## config.mk

```make
export PLATFORM = sky130hd
export DESIGN_NAME = control_pipeline_flat
export DESIGN_NICKNAME = d
export VERILOG_FILES = /design/src/rtl/control_pipeline_pkg.sv /design/src/rtl/control_pipeline_if.sv /design/src/rtl/control_pipeline_hazard_detect.sv /design/src/rtl/control_pipeline.sv /design/src/flat_wrapper.sv
export SDC_FILE = /design/constraint.sdc
export NUM_CORES = 1
export LEC_CHECK = 0
export BUFFER_PORTS_ARGS = -buffer_cell sky130_fd_sc_hd__buf_2
export CAP_MARGIN = 20
export CORE_ASPECT_RATIO = 0.8
export CORE_MARGIN = 5
export CORE_UTILIZATION = 53
export CTS_CLUSTER_DIAMETER = 80
export DETAILED_ROUTE_END_ITERATION = 6
export PLACE_DENSITY_LB_ADDON = 0.12
export REMOVE_ABC_BUFFERS = 1
export SKIP_LAST_GASP = 1
export SYNTH_ARGS = -nofsm -noshare
export SYNTH_HDL_FRONTEND = slang
export SYNTH_SLANG_ARGS = --single-unit
```

## constraint.sdc

```tcl
create_clock -name clk -period 7.56 [get_ports clk]
set_input_delay 1.134 -clock clk [delete_from_list [all_inputs] [get_ports clk]]
set_output_delay 1.134 -clock clk [all_outputs]
set_load 0.02 [all_outputs]
```

## src/rtl/control_pipeline_pkg.sv

```systemverilog
// rtl/control_pipeline_pkg.sv - bus widths, bit indices, BUBBLE constants and forward codes for the control pipeline.
package control_pipeline_pkg;

  localparam int EXEC_BUS_WIDTH = 7;
  localparam int MEM_BUS_WIDTH  = 3;
  localparam int WB_BUS_WIDTH   = 2;
  localparam int REG_ADDR_WIDTH = 5;
  localparam int CNT_WIDTH      = 16;

  localparam int EX_ALU_OP_LSB  = 0;
  localparam int EX_ALU_OP_MSB  = 3;
  localparam int EX_ALU_SRC     = 4;
  localparam int EX_REG_DST     = 5;
  localparam int EX_SHAMT_FLAG  = 6;

  localparam int MEM_WRITE      = 0;
  localparam int MEM_READ       = 1;
  localparam int MEM_BRANCH     = 2;

  localparam int WB_MEM_TO_REG  = 0;
  localparam int WB_REG_WRITE   = 1;

  localparam logic [EXEC_BUS_WIDTH-1:0] EXEC_BUBBLE = 7'b0001111;
  localparam logic [MEM_BUS_WIDTH-1:0]  MEM_BUBBLE  = '0;
  localparam logic [WB_BUS_WIDTH-1:0]   WB_BUBBLE   = '0;

  typedef enum logic [1:0] {
    FWD_REGFILE = 2'b00,
    FWD_MEM_WB  = 2'b01,
    FWD_EX_MEM  = 2'b10
  } fwd_sel_e;

  // How the stage registers move on the coming edge.
  typedef enum logic [1:0] {
    ADV_NORMAL,
    ADV_HAZARD,
    ADV_FLUSH,
    ADV_HOLD
  } adv_e;

  function automatic logic [REG_ADDR_WIDTH-1:0] dest_select(
    input logic                      reg_dst,
    input logic                      reg_write,
    input logic [REG_ADDR_WIDTH-1:0] rt,
    input logic [REG_ADDR_WIDTH-1:0] rd
  );
    if (!reg_write) return '0;
    return reg_dst ? rd : rt;
  endfunction

  // $0 is hardwired, so it never creates a dependency.
  function automatic logic reg_match(
    input logic [REG_ADDR_WIDTH-1:0] dest,
    input logic [REG_ADDR_WIDTH-1:0] src
  );
    return (dest != '0) && (dest == src);
  endfunction

  function automatic logic [CNT_WIDTH-1:0] sat_add(
    input logic [CNT_WIDTH-1:0] a,
    input logic [1:0]           inc
  );
    logic [CNT_WIDTH:0] sum;
    sum = {1'b0, a} + {{(CNT_WIDTH-1){1'b0}}, inc};
    return sum[CNT_WIDTH] ? '1 : sum[CNT_WIDTH-1:0];
  endfunction

endpackage

```

## src/rtl/control_pipeline_if.sv

```systemverilog
// rtl/control_pipeline_if.sv - decoder-side inputs and per-stage control outputs of the control pipeline.
interface control_pipeline_if;
  import control_pipeline_pkg::*;

  logic                      enable;
  logic                      branch_taken;
  logic [EXEC_BUS_WIDTH-1:0] id_execute_bus;
  logic [MEM_BUS_WIDTH-1:0]  id_memory_bus;
  logic [WB_BUS_WIDTH-1:0]   id_wb_bus;
  logic [REG_ADDR_WIDTH-1:0] id_rs;
  logic [REG_ADDR_WIDTH-1:0] id_rt;
  logic [REG_ADDR_WIDTH-1:0] id_rd;

  logic [EXEC_BUS_WIDTH-1:0] ex_execute_bus;
  logic [MEM_BUS_WIDTH-1:0]  ex_memory_bus;
  logic [WB_BUS_WIDTH-1:0]   ex_wb_bus;
  logic [MEM_BUS_WIDTH-1:0]  mem_memory_bus;
  logic [WB_BUS_WIDTH-1:0]   mem_wb_bus;
  logic [WB_BUS_WIDTH-1:0]   wb_wb_bus;
  logic [REG_ADDR_WIDTH-1:0] ex_dest;
  logic [REG_ADDR_WIDTH-1:0] mem_dest;
  logic [REG_ADDR_WIDTH-1:0] wb_dest;
  logic [1:0]                forward_a;
  logic [1:0]                forward_b;
  logic                      stall;
  logic                      if_id_flush;
  logic [CNT_WIDTH-1:0]      bubble_count;

  modport master (
    output enable, branch_taken, id_execute_bus, id_memory_bus, id_wb_bus, id_rs, id_rt, id_rd,
    input  ex_execute_bus, ex_memory_bus, ex_wb_bus, mem_memory_bus, mem_wb_bus, wb_wb_bus,
           ex_dest, mem_dest, wb_dest, forward_a, forward_b, stall, if_id_flush, bubble_count
  );

  modport slave (
    input  enable, branch_taken, id_execute_bus, id_memory_bus, id_wb_bus, id_rs, id_rt, id_rd,
    output ex_execute_bus, ex_memory_bus, ex_wb_bus, mem_memory_bus, mem_wb_bus, wb_wb_bus,
           ex_dest, mem_dest, wb_dest, forward_a, forward_b, stall, if_id_flush, bubble_count
  );

endinterface

```

## src/rtl/control_pipeline_hazard_detect.sv

```systemverilog
// rtl/control_pipeline_hazard_detect.sv - register dependency compares producing hazard and ALU forward selects.
// FORWARDING_EN: forward from EX/MEM and MEM/WB and stall only on load-use; otherwise stall on any RAW in EX/MEM.
module control_pipeline_hazard_detect
  import control_pipeline_pkg::*;
(
  input  logic [REG_ADDR_WIDTH-1:0] id_rs_i,
  input  logic [REG_ADDR_WIDTH-1:0] id_rt_i,
  input  logic                      ex_mem_read_i,
  input  logic                      ex_reg_write_i,
  input  logic [REG_ADDR_WIDTH-1:0] ex_dest_i,
  input  logic                      mem_reg_write_i,
  input  logic [REG_ADDR_WIDTH-1:0] mem_dest_i,
`ifdef FORWARDING_EN
  input  logic [REG_ADDR_WIDTH-1:0] ex_rs_i,
  input  logic [REG_ADDR_WIDTH-1:0] ex_rt_i,
  input  logic                      wb_reg_write_i,
  input  logic [REG_ADDR_WIDTH-1:0] wb_dest_i,
`endif
  output logic                      hazard_o,
  output logic [1:0]                forward_a_o,
  output logic [1:0]                forward_b_o
);

  logic     ex_match;
  logic     load_use;
  fwd_sel_e fwd_a;
  fwd_sel_e fwd_b;

  assign ex_match = reg_match(ex_dest_i, id_rs_i) || reg_match(ex_dest_i, id_rt_i);
  assign load_use = ex_mem_read_i && ex_reg_write_i && ex_match;

`ifdef FORWARDING_EN
  always_comb begin
    fwd_a = FWD_REGFILE;
    fwd_b = FWD_REGFILE;
    // The younger producer (in MEM) takes priority over the one in WB.
    if (mem_reg_write_i && reg_match(mem_dest_i, ex_rs_i)) fwd_a = FWD_EX_MEM;
    else if (wb_reg_write_i && reg_match(wb_dest_i, ex_rs_i)) fwd_a = FWD_MEM_WB;
    if (mem_reg_write_i && reg_match(mem_dest_i, ex_rt_i)) fwd_b = FWD_EX_MEM;
    else if (wb_reg_write_i && reg_match(wb_dest_i, ex_rt_i)) fwd_b = FWD_MEM_WB;
  end

  assign hazard_o = load_use;
`else
  logic raw_ex;
  logic raw_mem;

  assign fwd_a   = FWD_REGFILE;
  assign fwd_b   = FWD_REGFILE;
  assign raw_ex  = ex_reg_write_i && ex_match;
  // WB writes the regfile in the first half-cycle, so only EX and MEM producers stall.
  assign raw_mem = mem_reg_write_i &&
                   (reg_match(mem_dest_i, id_rs_i) || reg_match(mem_dest_i, id_rt_i));

  assign hazard_o = load_use || raw_ex || raw_mem;
`endif

  assign forward_a_o = fwd_a;
  assign forward_b_o = fwd_b;

endmodule

```

## src/rtl/control_pipeline.sv

```systemverilog
// rtl/control_pipeline.sv - ID/EX, EX/MEM, MEM/WB control registers with load-use and branch bubble insertion.
// FORWARDING_EN: ID/EX also carries rs/rt for forward selection.
module control_pipeline
  import control_pipeline_pkg::*;
(
  input logic               clk,
  input logic               reset,
  control_pipeline_if.slave bus
);

  logic [EXEC_BUS_WIDTH-1:0] ex_exec_q, ex_exec_d;
  logic [MEM_BUS_WIDTH-1:0]  ex_mem_q, ex_mem_d;
  logic [WB_BUS_WIDTH-1:0]   ex_wb_q, ex_wb_d;
  logic [REG_ADDR_WIDTH-1:0] ex_dest_q, ex_dest_d;
  logic [MEM_BUS_WIDTH-1:0]  mem_mem_q, mem_mem_d;
  logic [WB_BUS_WIDTH-1:0]   mem_wb_q, mem_wb_d;
  logic [REG_ADDR_WIDTH-1:0] mem_dest_q, mem_dest_d;
  logic [WB_BUS_WIDTH-1:0]   wb_wb_q, wb_wb_d;
  logic [REG_ADDR_WIDTH-1:0] wb_dest_q, wb_dest_d;
  logic [CNT_WIDTH-1:0]      bubble_cnt_q, bubble_cnt_d;
`ifdef FORWARDING_EN
  logic [REG_ADDR_WIDTH-1:0] ex_rs_q, ex_rs_d;
  logic [REG_ADDR_WIDTH-1:0] ex_rt_q, ex_rt_d;
`endif

  logic [REG_ADDR_WIDTH-1:0] id_dest;
  logic                      hazard;
  logic [1:0]                fwd_a;
  logic [1:0]                fwd_b;
  adv_e                      adv;
  logic [1:0]                bubbles;

  assign id_dest = dest_select(bus.id_execute_bus[EX_REG_DST], bus.id_wb_bus[WB_REG_WRITE],
                               bus.id_rt, bus.id_rd);

  control_pipeline_hazard_detect u_hazard (
    .id_rs_i         (bus.id_rs),
    .id_rt_i         (bus.id_rt),
    .ex_mem_read_i   (ex_mem_q[MEM_READ]),
    .ex_reg_write_i  (ex_wb_q[WB_REG_WRITE]),
    .ex_dest_i       (ex_dest_q),
    .mem_reg_write_i (mem_wb_q[WB_REG_WRITE]),
    .mem_dest_i      (mem_dest_q),
`ifdef FORWARDING_EN
    .ex_rs_i         (ex_rs_q),
    .ex_rt_i         (ex_rt_q),
    .wb_reg_write_i  (wb_wb_q[WB_REG_WRITE]),
    .wb_dest_i       (wb_dest_q),
`endif
    .hazard_o        (hazard),
    .forward_a_o     (fwd_a),
    .forward_b_o     (fwd_b)
  );

  // A taken branch squashes both wrong-path slots, which already covers any pending hazard.
  always_comb begin
    adv     = ADV_NORMAL;
    bubbles = 2'd0;
    if (!bus.enable) begin
      adv = ADV_HOLD;
    end else if (bus.branch_taken) begin
      adv     = ADV_FLUSH;
      bubbles = 2'd2;
    end else if (hazard) begin
      adv     = ADV_HAZARD;
      bubbles = 2'd1;
    end
  end

  always_comb begin
    ex_exec_d    = ex_exec_q;
    ex_mem_d     = ex_mem_q;
    ex_wb_d      = ex_wb_q;
    ex_dest_d    = ex_dest_q;
    mem_mem_d    = mem_mem_q;
    mem_wb_d     = mem_wb_q;
    mem_dest_d   = mem_dest_q;
    wb_wb_d      = wb_wb_q;
    wb_dest_d    = wb_dest_q;
    bubble_cnt_d = sat_add(bubble_cnt_q, bubbles);
`ifdef FORWARDING_EN
    ex_rs_d      = ex_rs_q;
    ex_rt_d      = ex_rt_q;
`endif
    if (adv != ADV_HOLD) begin
      wb_wb_d   = mem_wb_q;
      wb_dest_d = mem_dest_q;
      if (adv == ADV_FLUSH) begin
        mem_mem_d  = MEM_BUBBLE;
        mem_wb_d   = WB_BUBBLE;
        mem_dest_d = '0;
      end else begin
        mem_mem_d  = ex_mem_q;
        mem_wb_d   = ex_wb_q;
        mem_dest_d = ex_dest_q;
      end
      if (adv == ADV_NORMAL) begin
        ex_exec_d = bus.id_execute_bus;
        ex_mem_d  = bus.id_memory_bus;
        ex_wb_d   = bus.id_wb_bus;
        ex_dest_d = id_dest;
`ifdef FORWARDING_EN
        ex_rs_d   = bus.id_rs;
        ex_rt_d   = bus.id_rt;
`endif
      end else begin
        ex_exec_d = EXEC_BUBBLE;
        ex_mem_d  = MEM_BUBBLE;
        ex_wb_d   = WB_BUBBLE;
        ex_dest_d = '0;
`ifdef FORWARDING_EN
        ex_rs_d   = '0;
        ex_rt_d   = '0;
`endif
      end
    end
  end

  always_ff @(posedge clk or posedge reset) begin
    if (reset) begin
      ex_exec_q    <= EXEC_BUBBLE;
      ex_mem_q     <= MEM_BUBBLE;
      ex_wb_q      <= WB_BUBBLE;
      ex_dest_q    <= '0;
      mem_mem_q    <= MEM_BUBBLE;
      mem_wb_q     <= WB_BUBBLE;
      mem_dest_q   <= '0;
      wb_wb_q      <= WB_BUBBLE;
      wb_dest_q    <= '0;
      bubble_cnt_q <= '0;
`ifdef FORWARDING_EN
      ex_rs_q      <= '0;
      ex_rt_q      <= '0;
`endif
    end else begin
      ex_exec_q    <= ex_exec_d;
      ex_mem_q     <= ex_mem_d;
      ex_wb_q      <= ex_wb_d;
      ex_dest_q    <= ex_dest_d;
      mem_mem_q    <= mem_mem_d;
      mem_wb_q     <= mem_wb_d;
      mem_dest_q   <= mem_dest_d;
      wb_wb_q      <= wb_wb_d;
      wb_dest_q    <= wb_dest_d;
      bubble_cnt_q <= bubble_cnt_d;
`ifdef FORWARDING_EN
      ex_rs_q      <= ex_rs_d;
      ex_rt_q      <= ex_rt_d;
`endif
    end
  end

  assign bus.ex_execute_bus = ex_exec_q;
  assign bus.ex_memory_bus  = ex_mem_q;
  assign bus.ex_wb_bus      = ex_wb_q;
  assign bus.mem_memory_bus = mem_mem_q;
  assign bus.mem_wb_bus     = mem_wb_q;
  assign bus.wb_wb_bus      = wb_wb_q;
  assign bus.ex_dest        = ex_dest_q;
  assign bus.mem_dest       = mem_dest_q;
  assign bus.wb_dest        = wb_dest_q;
  assign bus.forward_a      = fwd_a;
  assign bus.forward_b      = fwd_b;
  assign bus.stall          = (adv == ADV_HAZARD);
  assign bus.if_id_flush    = (adv == ADV_FLUSH);
  assign bus.bubble_count   = bubble_cnt_q;

endmodule

```

## src/flat_wrapper.sv

```systemverilog
// flat-port wrapper written by rule: the top's interface ports become plain ports
module control_pipeline_flat import control_pipeline_pkg::*;
  (clk, reset, bus_enable, bus_branch_taken, bus_id_execute_bus, bus_id_memory_bus, bus_id_wb_bus, bus_id_rs, bus_id_rt, bus_id_rd, bus_ex_execute_bus, bus_ex_memory_bus, bus_ex_wb_bus, bus_mem_memory_bus, bus_mem_wb_bus, bus_wb_wb_bus, bus_ex_dest, bus_mem_dest, bus_wb_dest, bus_forward_a, bus_forward_b, bus_stall, bus_if_id_flush, bus_bubble_count);
  control_pipeline_if bus_i ();
  input logic clk;
  input logic reset;
  input wire logic [$bits(bus_i.enable)-1:0] bus_enable;
  input wire logic [$bits(bus_i.branch_taken)-1:0] bus_branch_taken;
  input wire logic [$bits(bus_i.id_execute_bus)-1:0] bus_id_execute_bus;
  input wire logic [$bits(bus_i.id_memory_bus)-1:0] bus_id_memory_bus;
  input wire logic [$bits(bus_i.id_wb_bus)-1:0] bus_id_wb_bus;
  input wire logic [$bits(bus_i.id_rs)-1:0] bus_id_rs;
  input wire logic [$bits(bus_i.id_rt)-1:0] bus_id_rt;
  input wire logic [$bits(bus_i.id_rd)-1:0] bus_id_rd;
  output wire logic [$bits(bus_i.ex_execute_bus)-1:0] bus_ex_execute_bus;
  output wire logic [$bits(bus_i.ex_memory_bus)-1:0] bus_ex_memory_bus;
  output wire logic [$bits(bus_i.ex_wb_bus)-1:0] bus_ex_wb_bus;
  output wire logic [$bits(bus_i.mem_memory_bus)-1:0] bus_mem_memory_bus;
  output wire logic [$bits(bus_i.mem_wb_bus)-1:0] bus_mem_wb_bus;
  output wire logic [$bits(bus_i.wb_wb_bus)-1:0] bus_wb_wb_bus;
  output wire logic [$bits(bus_i.ex_dest)-1:0] bus_ex_dest;
  output wire logic [$bits(bus_i.mem_dest)-1:0] bus_mem_dest;
  output wire logic [$bits(bus_i.wb_dest)-1:0] bus_wb_dest;
  output wire logic [$bits(bus_i.forward_a)-1:0] bus_forward_a;
  output wire logic [$bits(bus_i.forward_b)-1:0] bus_forward_b;
  output wire logic [$bits(bus_i.stall)-1:0] bus_stall;
  output wire logic [$bits(bus_i.if_id_flush)-1:0] bus_if_id_flush;
  output wire logic [$bits(bus_i.bubble_count)-1:0] bus_bubble_count;
  assign bus_i.enable = bus_enable;
  assign bus_i.branch_taken = bus_branch_taken;
  assign bus_i.id_execute_bus = bus_id_execute_bus;
  assign bus_i.id_memory_bus = bus_id_memory_bus;
  assign bus_i.id_wb_bus = bus_id_wb_bus;
  assign bus_i.id_rs = bus_id_rs;
  assign bus_i.id_rt = bus_id_rt;
  assign bus_i.id_rd = bus_id_rd;
  assign bus_ex_execute_bus = bus_i.ex_execute_bus;
  assign bus_ex_memory_bus = bus_i.ex_memory_bus;
  assign bus_ex_wb_bus = bus_i.ex_wb_bus;
  assign bus_mem_memory_bus = bus_i.mem_memory_bus;
  assign bus_mem_wb_bus = bus_i.mem_wb_bus;
  assign bus_wb_wb_bus = bus_i.wb_wb_bus;
  assign bus_ex_dest = bus_i.ex_dest;
  assign bus_mem_dest = bus_i.mem_dest;
  assign bus_wb_dest = bus_i.wb_dest;
  assign bus_forward_a = bus_i.forward_a;
  assign bus_forward_b = bus_i.forward_b;
  assign bus_stall = bus_i.stall;
  assign bus_if_id_flush = bus_i.if_id_flush;
  assign bus_bubble_count = bus_i.bubble_count;
  control_pipeline u_core (.clk(clk), .reset(reset), .bus(bus_i));
endmodule
```

==> results.md, run 1 <==
* Status: complete, no violations
* Sequential-to-total area share from yosys stat at 50.9%
* Largest net degree at the start of global routing at 51
* Tmin final at 4.04 ns
* Req. time, crit path at 7.76 ns
* Top cells by count, synth: 46 x dfrtp_1, 28 x inv_1, 27 x nand2_1
* RSZ-0062 raised after global routing: no
* Yosys warning total at 0
* Ports at 87
* Die W at 86.3 um
* Max Fanout on Critical Path at 40
* Fin. Hold Viols at 0
* Starting Density at 54.3%
* CP Class: input pin to flop
* Mean routed wirelength per cell at 14.7 um
* Initial antenna violation count at 0
* Switching Share at 32.9%
* Vias at 1955
* Detail Placement HPWL at 4030 um
* Critical Path Sink Type: flop
* Mapped cell area at 2470 um2
* Total power at 640 uW
* Top_reg_cell synth: dfrtp_1
* Vias in the first global route at 1825
* DRC violations left at 0
* Design Area, Final at 2960 um2
* Slowest stage delay, CP at 0.64 ns
* Non-Filler Instances at 377
* Via density at 5.19
* Die Height at 71.0 um
* P_sw at 211 uW
* Cells along the critical path: buf_2, nor2b_1, and2_1, ha_1, inv_1, fa_1, nor3_2, nand3_1, o21ai_0
* Sequential share of power at 51.7%
* Number of synthesized register bits at 50
* Worst-Margin Slew at 0.700 ns
* Clk root buf: clkbuf_8
* Post-synth EDFFs at 0
* Placed cell areas at 2860 um2
* Fmax at 248 MHz
* Clk pwr share at 23.0%
* Worst-case vdd ir drop at 145 uV
* First-pass GRT wire length at 8960 um
* PortBufs at 82
* Top cell type's share of synthesized area at 46.7%
* Core Rows at 22
* Layout filler cell count at 429
* Pleak at 1.52 nW
* Final-report setup violation count at 0
* Post-route ant nets at 0
* Routed Wire Length at 5540 um
* Max cap viols at 0
* Syn Inst Count at 240
* Combinational power share at 25.3%
* Synth area leader: dfrtp_1
* Final nets at 350
* Post-CTS setup repair buffer count at 0
* GRT Residual Overflow at 0
* N_diodes at 0
* TNS Setup at 0 ns
* Pwr dens at 216 nW/um2
* Clk_skew at 0.00826 ns
* Worst Setup Start Kind: input pin
* Placed cell count at 368
* Share of post-route cells with drive strength above 1 at 31.9%
* Post-synth ARST share at 100%
* CTS tree: yes
* P_int at 430 uW
* Most common cell in the netlist: dfrtp_1
* P&R area growth vs syn at 19.9%
* Total track usage at 18.2%
* Slew Limit Fails at 0
* H-tree depth at 2
* CTS Hold Bufs at 0
* Hold slack at 0.512 ns
* Slew margin rel. at 53.4%
* Hold Crit Class: flop to flop
* DRT Pass-1 Iters at 5
* CP top delay family: simple AND/OR/NAND/NOR gates
* CP Buf/Inv Count at 2
* CTS Buf Count at 5
* Fin crit share at 53.4%
* Synthesized area per cell at 10.3 um2
* DR iter-0 viols at 130
* Synth top area cells: dfrtp_1 47%, xnor2_1 8.5%, o22ai_1 4.3%
* GPL Wtd Cong at 0.773
* Worst-Skew Late Latency at 0.29 ns
* Std-Cell Core Area at 4540 um2
* Total number of clock tree sinks at 50
* Worst-path clk slew at 0.08 ns
* Max clock buf depth at 2
* Die Footprint at 6130 um2
* Slowest stage cell, crit path: nor2b_1
* Arrival @ worst endpoint at 4.24 ns
* PostCTS Resize Cnt at 0
* Unique cell type count in the Yosys netlist at 33
## worst paths after layout
| check | endpoint | cells past startpoint | slack, ns | startpoint |
|---|---|---|---|---|
| hold / removal | u_core.bus.wb_dest[2] | 1 | 0.51 | u_core.bus.wb_dest[2] |
| setup reg to reg | u_core.bus.bubble_count[7] | 11 | 3.99 | u_core.bus.ex_dest[4] |
| min in group asynchronous | u_core.bus.bubble_count[10] | 2 | 0.71 | reset |
| setup / recovery | u_core.bus.bubble_count[7] | 9 | 3.52 | bus_enable |
| max in group asynchronous | u_core.bus.ex_execute_bus[3] | 3 | 6.32 | reset |
| hold reg to reg | u_core.bus.wb_dest[2] | 1 | 0.51 | u_core.bus.wb_dest[2] |
## sequential cells by signal, summed over array words and instances, names as in the netlist
register and flops:
u_core.bus.bubble_count 16, u_core.bus.ex_execute_bus 7, u_core.bus.ex_dest 5, u_core.bus.mem_dest 5
u_core.bus.wb_dest 5, u_core.bus.ex_memory_bus 3, u_core.bus.mem_memory_bus 3, u_core.bus.ex_wb_bus 2
u_core.bus.mem_wb_bus 2, u_core.bus.wb_wb_bus 2
## through the flow
| step | setup slack [ns] | util, % |
|---|---|---|
| finish | 3.52 | 65.2 |
| global route | 3.22 | 65.2 |
| CTS | 3.50 | 64.7 |
| detailed placement | 3.20 | 62.9 |
| global placement | 3.32 | 62.9 |
| floorplan | 3.96 | - |
## power groups by stage
| stage | Combinational (mW) | Clock [mW] | Sequential (mW) |
|---|---|---|---|
| after global placement | 0.161 | 0 | 0.336 |
| after floorplan | 0.0674 | 0 | 0.368 |
| after CTS | 0.163 | 0.152 | 0.331 |
| final | 0.162 | 0.147 | 0.331 |
| after detailed placement | 0.163 | 0 | 0.335 |
| after global routing | 0.179 | 0.163 | 0.336 |
## kinds of logic (layout without fill, tap and decap cells)
logic type                 count (synthesis)  after routing  share of synthesized area (%)
other                                      1              4                          0.152
muxes                                     14             14                           6.03
and+or+nand+nor                           60             60                           11.8
xor gates and xnor gates                  30             30                           10.6
DFF                                       50             50                           50.9
buffers and inverters                     45            119                           8.52
adders and majority gates                  3              3                           1.83
AOI/OAI and AO/OA                         37             37                           10.1
## final cells by class
class,count,area (um2),share of cell area (%)
inverters,28,105,3.55
well taps,60,75.1,2.54
multi-input cells,148,1010,34.2
repair buffers,83,430,14.5
flip-flops and latches,50,1260,42.5
clock buffers,8,80.1,2.71
## per-layer routing
| metal | vias to the layer above | GRT usage [%] | share of wire (%) |
|---|---|---|---|
| met4 | 0 | 4.15 | 0.49 |
| met2 | 74 | 25.3 | 42 |
| met1 | 929 | 27.8 | 49 |
| met5 | - | 0 | 0 |
| li1 | 950 | - | - |
| met3 | 2 | 5.59 | 9.1 |
## layout by cell type (no fill, tap or decap), drive strengths merged, types with 3 or more instances in the layout
cell type / count
nand2: 27
dfstp: 4
o32a: 4
nor2: 4
nand3: 11
conb: 4
o21ai: 5
mux2i: 7
inv: 28
xnor2: 24
and3: 4
o22ai: 17
a21oi: 4
mux2: 7
nand3b: 3
buf: 83
dfrtp: 46
clkbuf: 8
o32ai: 5
xor2: 6
Power figures use the tool's default switching activity.
==> inputs of run 2 (changes only) <==
--- a/config.mk
+++ b/config.mk
@@ -5,11 +5,12 @@
 export SDC_FILE = /design/constraint.sdc
 export NUM_CORES = 1
 export LEC_CHECK = 0
+export ABC_AREA = 1
 export BUFFER_PORTS_ARGS = -buffer_cell sky130_fd_sc_hd__buf_2
 export CAP_MARGIN = 20
 export CORE_ASPECT_RATIO = 0.8
 export CORE_MARGIN = 5
-export CORE_UTILIZATION = 53
+export CORE_UTILIZATION = 51
 export CTS_CLUSTER_DIAMETER = 80
 export DETAILED_ROUTE_END_ITERATION = 6
 export PLACE_DENSITY_LB_ADDON = 0.12
==> constraint.sdc (replaced) <==
create_clock -name clk -period 3.95 [get_ports clk]
set_input_delay 0.5925 -clock clk [delete_from_list [all_inputs] [get_ports clk]]
set_output_delay 0.5925 -clock clk [all_outputs]
set_load 0.02 [all_outputs]
==> run 2 against run 1 <==
Effect of this change:
- sequential power rose by 92%
- critical path depth up 6
- register-to-register slack worse by 3.0 ns
- utilization down 1.4 points
- wire length rose by 15%
- critical path type unchanged
- largest power group unchanged
==> results.md, run 2 <==
* Status: complete, no violations
* Die W at 90.5 um
* Most common cell after layout, fill and taps aside: nand2_1
* DRT Pass-1 Iters at 5
* Main combinational cell family by area after synthesis: simple AND/OR/NAND/NOR gates
* Most common cell in the netlist: nand2_1
* Pwr dens at 405 nW/um2
* Unique cell type count in the Yosys netlist at 41
* Syn Inst Count at 328
* Synth Area in Adders at 1.70%
* PortBufs at 82
* RSZ-0062 raised after global routing: no
* Initial antenna violation count at 0
* Vias at 2361
* CP Class: input pin to flop
* CP top delay family: simple AND/OR/NAND/NOR gates
* N_diodes at 0
* Fin. Hold Viols at 0
* GRT Residual Overflow at 0
* DRC violations left at 0
* Non-Filler Instances at 472
* Yosys warning total at 0
* Top cell type's share of synthesized area at 43.6%
* Final nets at 443
* Tmin final at 3.03 ns
* Max cap viols at 0
* CTS Hold Bufs at 0
* Post-Synth Simple-Gate Area at 26.8%
* DR iter-0 viols at 129
* Share of post-route cells with drive strength above 1 at 29.3%
* CTS Buf Count at 5
* Top_reg_cell synth: dfrtp_1
* Reg-to-reg startpoint: u_core.bus.mem_dest[4]
* Slowest stage delay, CP at 0.40 ns
* Routed Wire Length at 6350 um
* Clk root buf: clkbuf_8
* Post-synth EDFFs at 0
* R2R cell count at 18
* Worst-path clk slew at 0.09 ns
* Critical Path Sink Type: flop
* P&R area growth vs syn at 20.8%
* Arrival @ worst endpoint at 3.25 ns
* Placed cell count at 463
* Compound-gate portion of the synthesized area at 11.3%
* Synthesized area per cell at 8.06 um2
* Mux contribution to synthesized area at 0%
* Core Rows at 23
* Hold Crit Class: input pin to asynchronous set/reset pin
* XOR/XNOR Fraction of Synth Area at 1.99%
* Std-Cell Core Area at 5010 um2
* Sequential-to-total area share from yosys stat at 47.5%
* Final-report setup violation count at 0
* Most frequent cells in the layout: 90 x nand2_1, 82 x buf_2, 46 x dfrtp_1, 40 x inv_1
* Cells along the critical path: buf_2, inv_1, nor2_2, inv_1, a21oi_1, ha_1, inv_1, fa_1, nor2_2, nand3_2, inv_2, nand4_2, inv_1, nand2_1, nand3_1
* Total number of clock tree sinks at 50
* Post-synth ARST share at 100%
* Pleak at 1.84 nW
* PostCTS Resize Cnt at 0
* H-tree depth at 2
* TNS Setup at 0 ns
* Slowest stage cell, crit path: fa_1
* Post-CTS setup repair buffer count at 0
* CTS tree: yes
* Total track usage at 19.6%
* Synth area leader: dfrtp_1
* Worst-case vdd ir drop at 340 uV
* Number of synthesized register bits at 50
* Max clock buf depth at 2
* Worst Setup Start Kind: input pin
* Ports at 87
* Vias in the first global route at 2308
* Mean routed wirelength per cell at 13.5 um
* Largest net degree at the start of global routing at 51
* Fmax at 330 MHz
* Slew Limit Fails at 0
* Req. time, crit path at 4.17 ns
* Via density at 5.00
* Post-route ant nets at 0
* Die Height at 74.4 um
* First-pass GRT wire length at 10800 um
* Reg2Reg Setup Slack at 1.03 ns
* Synth top area cells: dfrtp_1 44%, nand2_1 13%, inv_1 5.8%
* CP Buf/Inv Count at 6
* Worst R2R End: u_core.bus.bubble_count[14]
* Top cell by count, worst path: inv_1
* Clk_skew at 0.00817 ns
* Top cells by count, synth: 90 x nand2_1, 46 x dfrtp_1, 41 x inv_1
* Mapped cell area at 2640 um2
* Starting Density at 52.8%
* Detail Placement HPWL at 4860 um
* Max Fanout on Critical Path at 13
* GPL Wtd Cong at 0.874
* Largest register FFs at 16
* Worst-Skew Late Latency at 0.29 ns
* Die Footprint at 6730 um2
* Fin crit share at 76.7%
run 2: cell count changes after synthesis, moves of 7 or more:
cell / before / now
nand2_1: 27 / 90
nor2_1: 4 / 24
xnor2_1: 24 / 4
o21ai_0: 5 / 24
inv_1: 28 / 41
o22ai_1: 17 / 5
inv_2: 0 / 10
mux2_2: 7 / 0
mux2i_1: 7 / 0
o21ai_1: 0 / 7
run 2: worst max path at each step:
| stage | start | slack (ns) | endpoint | depth (start not counted) |
|---|---|---|---|---|
| global route | bus_enable | 0.58 | u_core.bus.bubble_count[13] | 15 |
| global placement | bus_enable | 0.75 | u_core.bus.bubble_count[14] | 15 |
| finish | bus_enable | 0.92 | u_core.bus.bubble_count[14] | 15 |
| floorplan | bus_enable | 1.01 | u_core.bus.bubble_count[14] | 14 |
| CTS | bus_enable | 0.88 | u_core.bus.bubble_count[13] | 15 |
| detailed placement | bus_enable | 0.55 | u_core.bus.bubble_count[13] | 15 |
run 2: worst register-to-register path: stages (launching register included):
cell and delay [ns]:
dfrtp_1 0.45, inv_2 0.08, nand2_1 0.06, nand2_1 0.06
nor2_1 0.11, nand3_1 0.07, nand2_1 0.07, nand2_1 0.11
a21oi_1 0.16, ha_1 0.18, inv_1 0.06, fa_1 0.40
nor2_2 0.18, nand3_2 0.12, inv_2 0.11, nand4_2 0.10
inv_1 0.07, nand2_1 0.26, nand3_1 0.19
run 2: cell families after synthesis:
family,Yosys count
buffers and inverters,65
flip-flops,50
XOR/XNOR,6
AND/OR/NAND/NOR,151
AO/OA/AOI/OAI,52
other,1
adder cells (fa/ha/maj),3
run 2: through the flow:
stage          cell area (um2)  power (mW)  setup slack [ns]  hold WS, ns  util (%)
6_report                  3190        1.29             0.919        0.235      63.7
5_1_grt                   3190        1.37             0.582        0.238      63.7
4_1_cts                   3170        1.31             0.876        0.490      63.3
3_5_place_dp              3070       0.955             0.549        0.468      61.2
3_3_place_gp              3070       0.946             0.750        0.461      61.2
2_1_floorplan             2570       0.831              1.01        0.520         -
run 2: layer usage:
layer | part of all wire, % | vias to the layer above | routed length [um] | global-route usage, %
met1 | 48 | 1087 | 3020 | 27.5
met4 | 0.69 | 0 | 44 | 4.96
li1 | - | 1189 | - | -
met2 | 44 | 81 | 2800 | 30.6
met5 | 0 | - | 0 | 0
met3 | 7.6 | 4 | 482 | 5.36
run 2: area by class of cell:
class,count,area (um2)
multi-input combinational,216,1120
clock inverter,1,30.0
fill,469,1820
tap,62,77.6
inverter,52,195
timing repair buffer,84,438
sequential,50,1260
clock buffer,7,76.3
run 2: power by group:
part | total [mW] | switching [mW] | internal (mW)
clock | 0.349 | 0.159 | 0.190
combinational | 0.309 | 0.202 | 0.107
sequential | 0.635 | 0.0648 | 0.570
total | 1.29 | 0.426 | 0.867
==> inputs of run 3 (changes only) <==
==> constraint.sdc (replaced) <==
create_clock -name clk -period 2.8 [get_ports clk]
set_input_delay 0.42 -clock clk [delete_from_list [all_inputs] [get_ports clk]]
set_output_delay 0.42 -clock clk [all_outputs]
set_load 0.02 [all_outputs]
==> run 3 against run 2 <==
Effect of this change:
- clock power up 18%
- flip-flop and latch count unchanged
- power grew 36%
- clock skew is 0.0038 ns higher
- sequential power is 41% higher
- combinational power up 46%
- register-to-register slack got worse by 0.79 ns
- sequential share of layout area decreased by 0.44 points
- clock-buffer cell count shrank 1
- non-clock buffer count grew 7
==> results.md, run 3 (same netlist as run 2, synthesis figures left out) <==
* H-tree depth at 2
* P_int at 1.14 mW
* Worst-Margin Slew at 0.692 ns
* Initial antenna violation count at 0
* Die W at 90.5 um
* Sequential share of power at 51.0%
* DRT Pass-1 Iters at 4
* Most frequent cells in the layout: 88 x nand2_1, 82 x buf_2, 44 x dfrtp_1, 39 x inv_1, 23 x nor2_1
* Placed cell count at 471
* Ports at 87
* Total track usage at 19.2%
* First-pass GRT wire length at 10500 um
* Die Footprint at 6730 um2
* Slowest stage delay, CP at 0.44 ns
* Vias at 2372
* Arrival @ worst endpoint at 2.80 ns
* GPL Wtd Cong at 0.869
* Placed cell areas at 3130 um2
* TNS Setup at 0 ns
* Hold Crit Class: input pin to asynchronous set/reset pin
* CP top delay family: simple AND/OR/NAND/NOR gates
* GRT Residual Overflow at 0
* Most common cell after layout, fill and taps aside: nand2_1
* Clk pwr share at 23.4%
* Final-report setup violation count at 0
* Core Rows at 23
* Worst-case vdd ir drop at 499 uV
* Critical Path Sink Type: flop
* Slew margin rel. at 53.8%
* CTS tree: yes
* Max clock buf depth at 2
* Die Height at 74.4 um
* Via density at 4.95
* Starting Density at 52.8%
* Routed Wire Length at 6220 um
* Vias in the first global route at 2263
* Hold slack at 0.216 ns
* Tmin final at 2.56 ns
* CP Class: flop to flop
* Cells along the critical path: inv_2, nand2_1, nand2_1, nor2_1, nand3_1, nand2_1, nand2_2, a21oi_1, ha_1, inv_1, fa_2, nor2_4, nand3_2, inv_2, buf_4, nand2_2, inv_2, nand4_1, nand3_1
* Worst-Skew Late Latency at 0.30 ns
* Switching Share at 35.0%
* CTS Buf Count at 5
* Pwr dens at 543 nW/um2
* RSZ-0062 raised after global routing: yes
* Clk_skew at 0.0119 ns
* Combinational power share at 25.6%
* CTS Hold Bufs at 0
* CP Buf/Inv Count at 5
* Post-route ant nets at 0
* Largest net degree at the start of global routing at 35
* PortBufs at 82
* Final Util at 64.6%
* Fin. Hold Viols at 0
* Worst-path clk slew at 0.09 ns
* Pleak at 1.88 nW
* Fmax at 391 MHz
* DR iter-0 viols at 109
* Final nets at 450
* Req. time, crit path at 3.04 ns
* Slew Limit Fails at 0
* Total power at 1.76 mW
* Share of post-route cells with drive strength above 1 at 32.4%
* Slowest stage cell, crit path: dfrtp_1
* N_diodes at 0
* Design Area, Final at 3230 um2
* Fin crit share at 91.4%
* Status: complete, no violations
* Final WS setup at 0.240 ns
* P_sw at 615 uW
* Setup slack after placement at -0.0494 ns
* Std-Cell Core Area at 5010 um2
* Total number of clock tree sinks at 50
* DRC violations left at 0
* Clk root buf: clkbuf_8
* Mean routed wirelength per cell at 13.0 um
* Worst Setup Start Kind: flop
* P&R area growth vs syn at 22.4%
* Max cap viols at 0
* Largest register FFs at 16
* Detail Placement HPWL at 4920 um
* Max Fanout on Critical Path at 5
* Non-Filler Instances at 479
[run 3: final timing paths]
check                                      start                           end  slack [ns]  depth (start not counted)
setup / recovery           u_core.bus.ex_dest[0]    u_core.bus.bubble_count[9]        0.24                         19
min in group clk           bus_id_execute_bus[0]  u_core.bus.ex_execute_bus[0]        0.33                          3
max in group asynchronous                  reset  u_core.bus.ex_execute_bus[0]        1.92                          3
hold / removal                             reset   u_core.bus.ex_memory_bus[1]        0.22                          2
hold reg to reg            u_core.bus.wb_dest[1]         u_core.bus.wb_dest[1]        0.48                          2
setup reg to reg           u_core.bus.ex_dest[0]    u_core.bus.bubble_count[9]        0.24                         19
[run 3: power groups by stage]
stage	clock, mW	combinational [mW]	sequential (mW)
after floorplan	0	0.180	0.993
after global placement	0	0.438	0.906
after detailed placement	0	0.447	0.909
after CTS	0.420	0.448	0.895
after global routing	0.453	0.504	0.910
final	0.411	0.450	0.895
[run 3: area by class of cell]
class / instances / area, um2
Timing Repair Buffer: 91 / 478
Fill cell: 450 / 1770
Tap cell: 62 / 77.6
Clock buffer: 6 / 72.6
Sequential cell: 50 / 1260
Clock inverter: 2 / 13.8
Inverter: 52 / 195
Multi-Input combinational cell: 216 / 1140
[run 3: repair_timing]
item / 4_1_cts / 5_1_grt
gates resized for setup: 1 / 10
buffers inserted: 0 / 0
gates cloned: 0 / 0
pin swaps: 0 / 1
endpoints found under the setup margin: 4 / 15
[run 3: metal layers]
metal  global-route usage, %  routed length, um  up-vias
li1                        -                  -     1215
met1                    26.6               2900     1075
met2                    30.2               2750       77
met3                    5.97                537        5
met4                    4.30                 37        0
met5                       0                  0        -
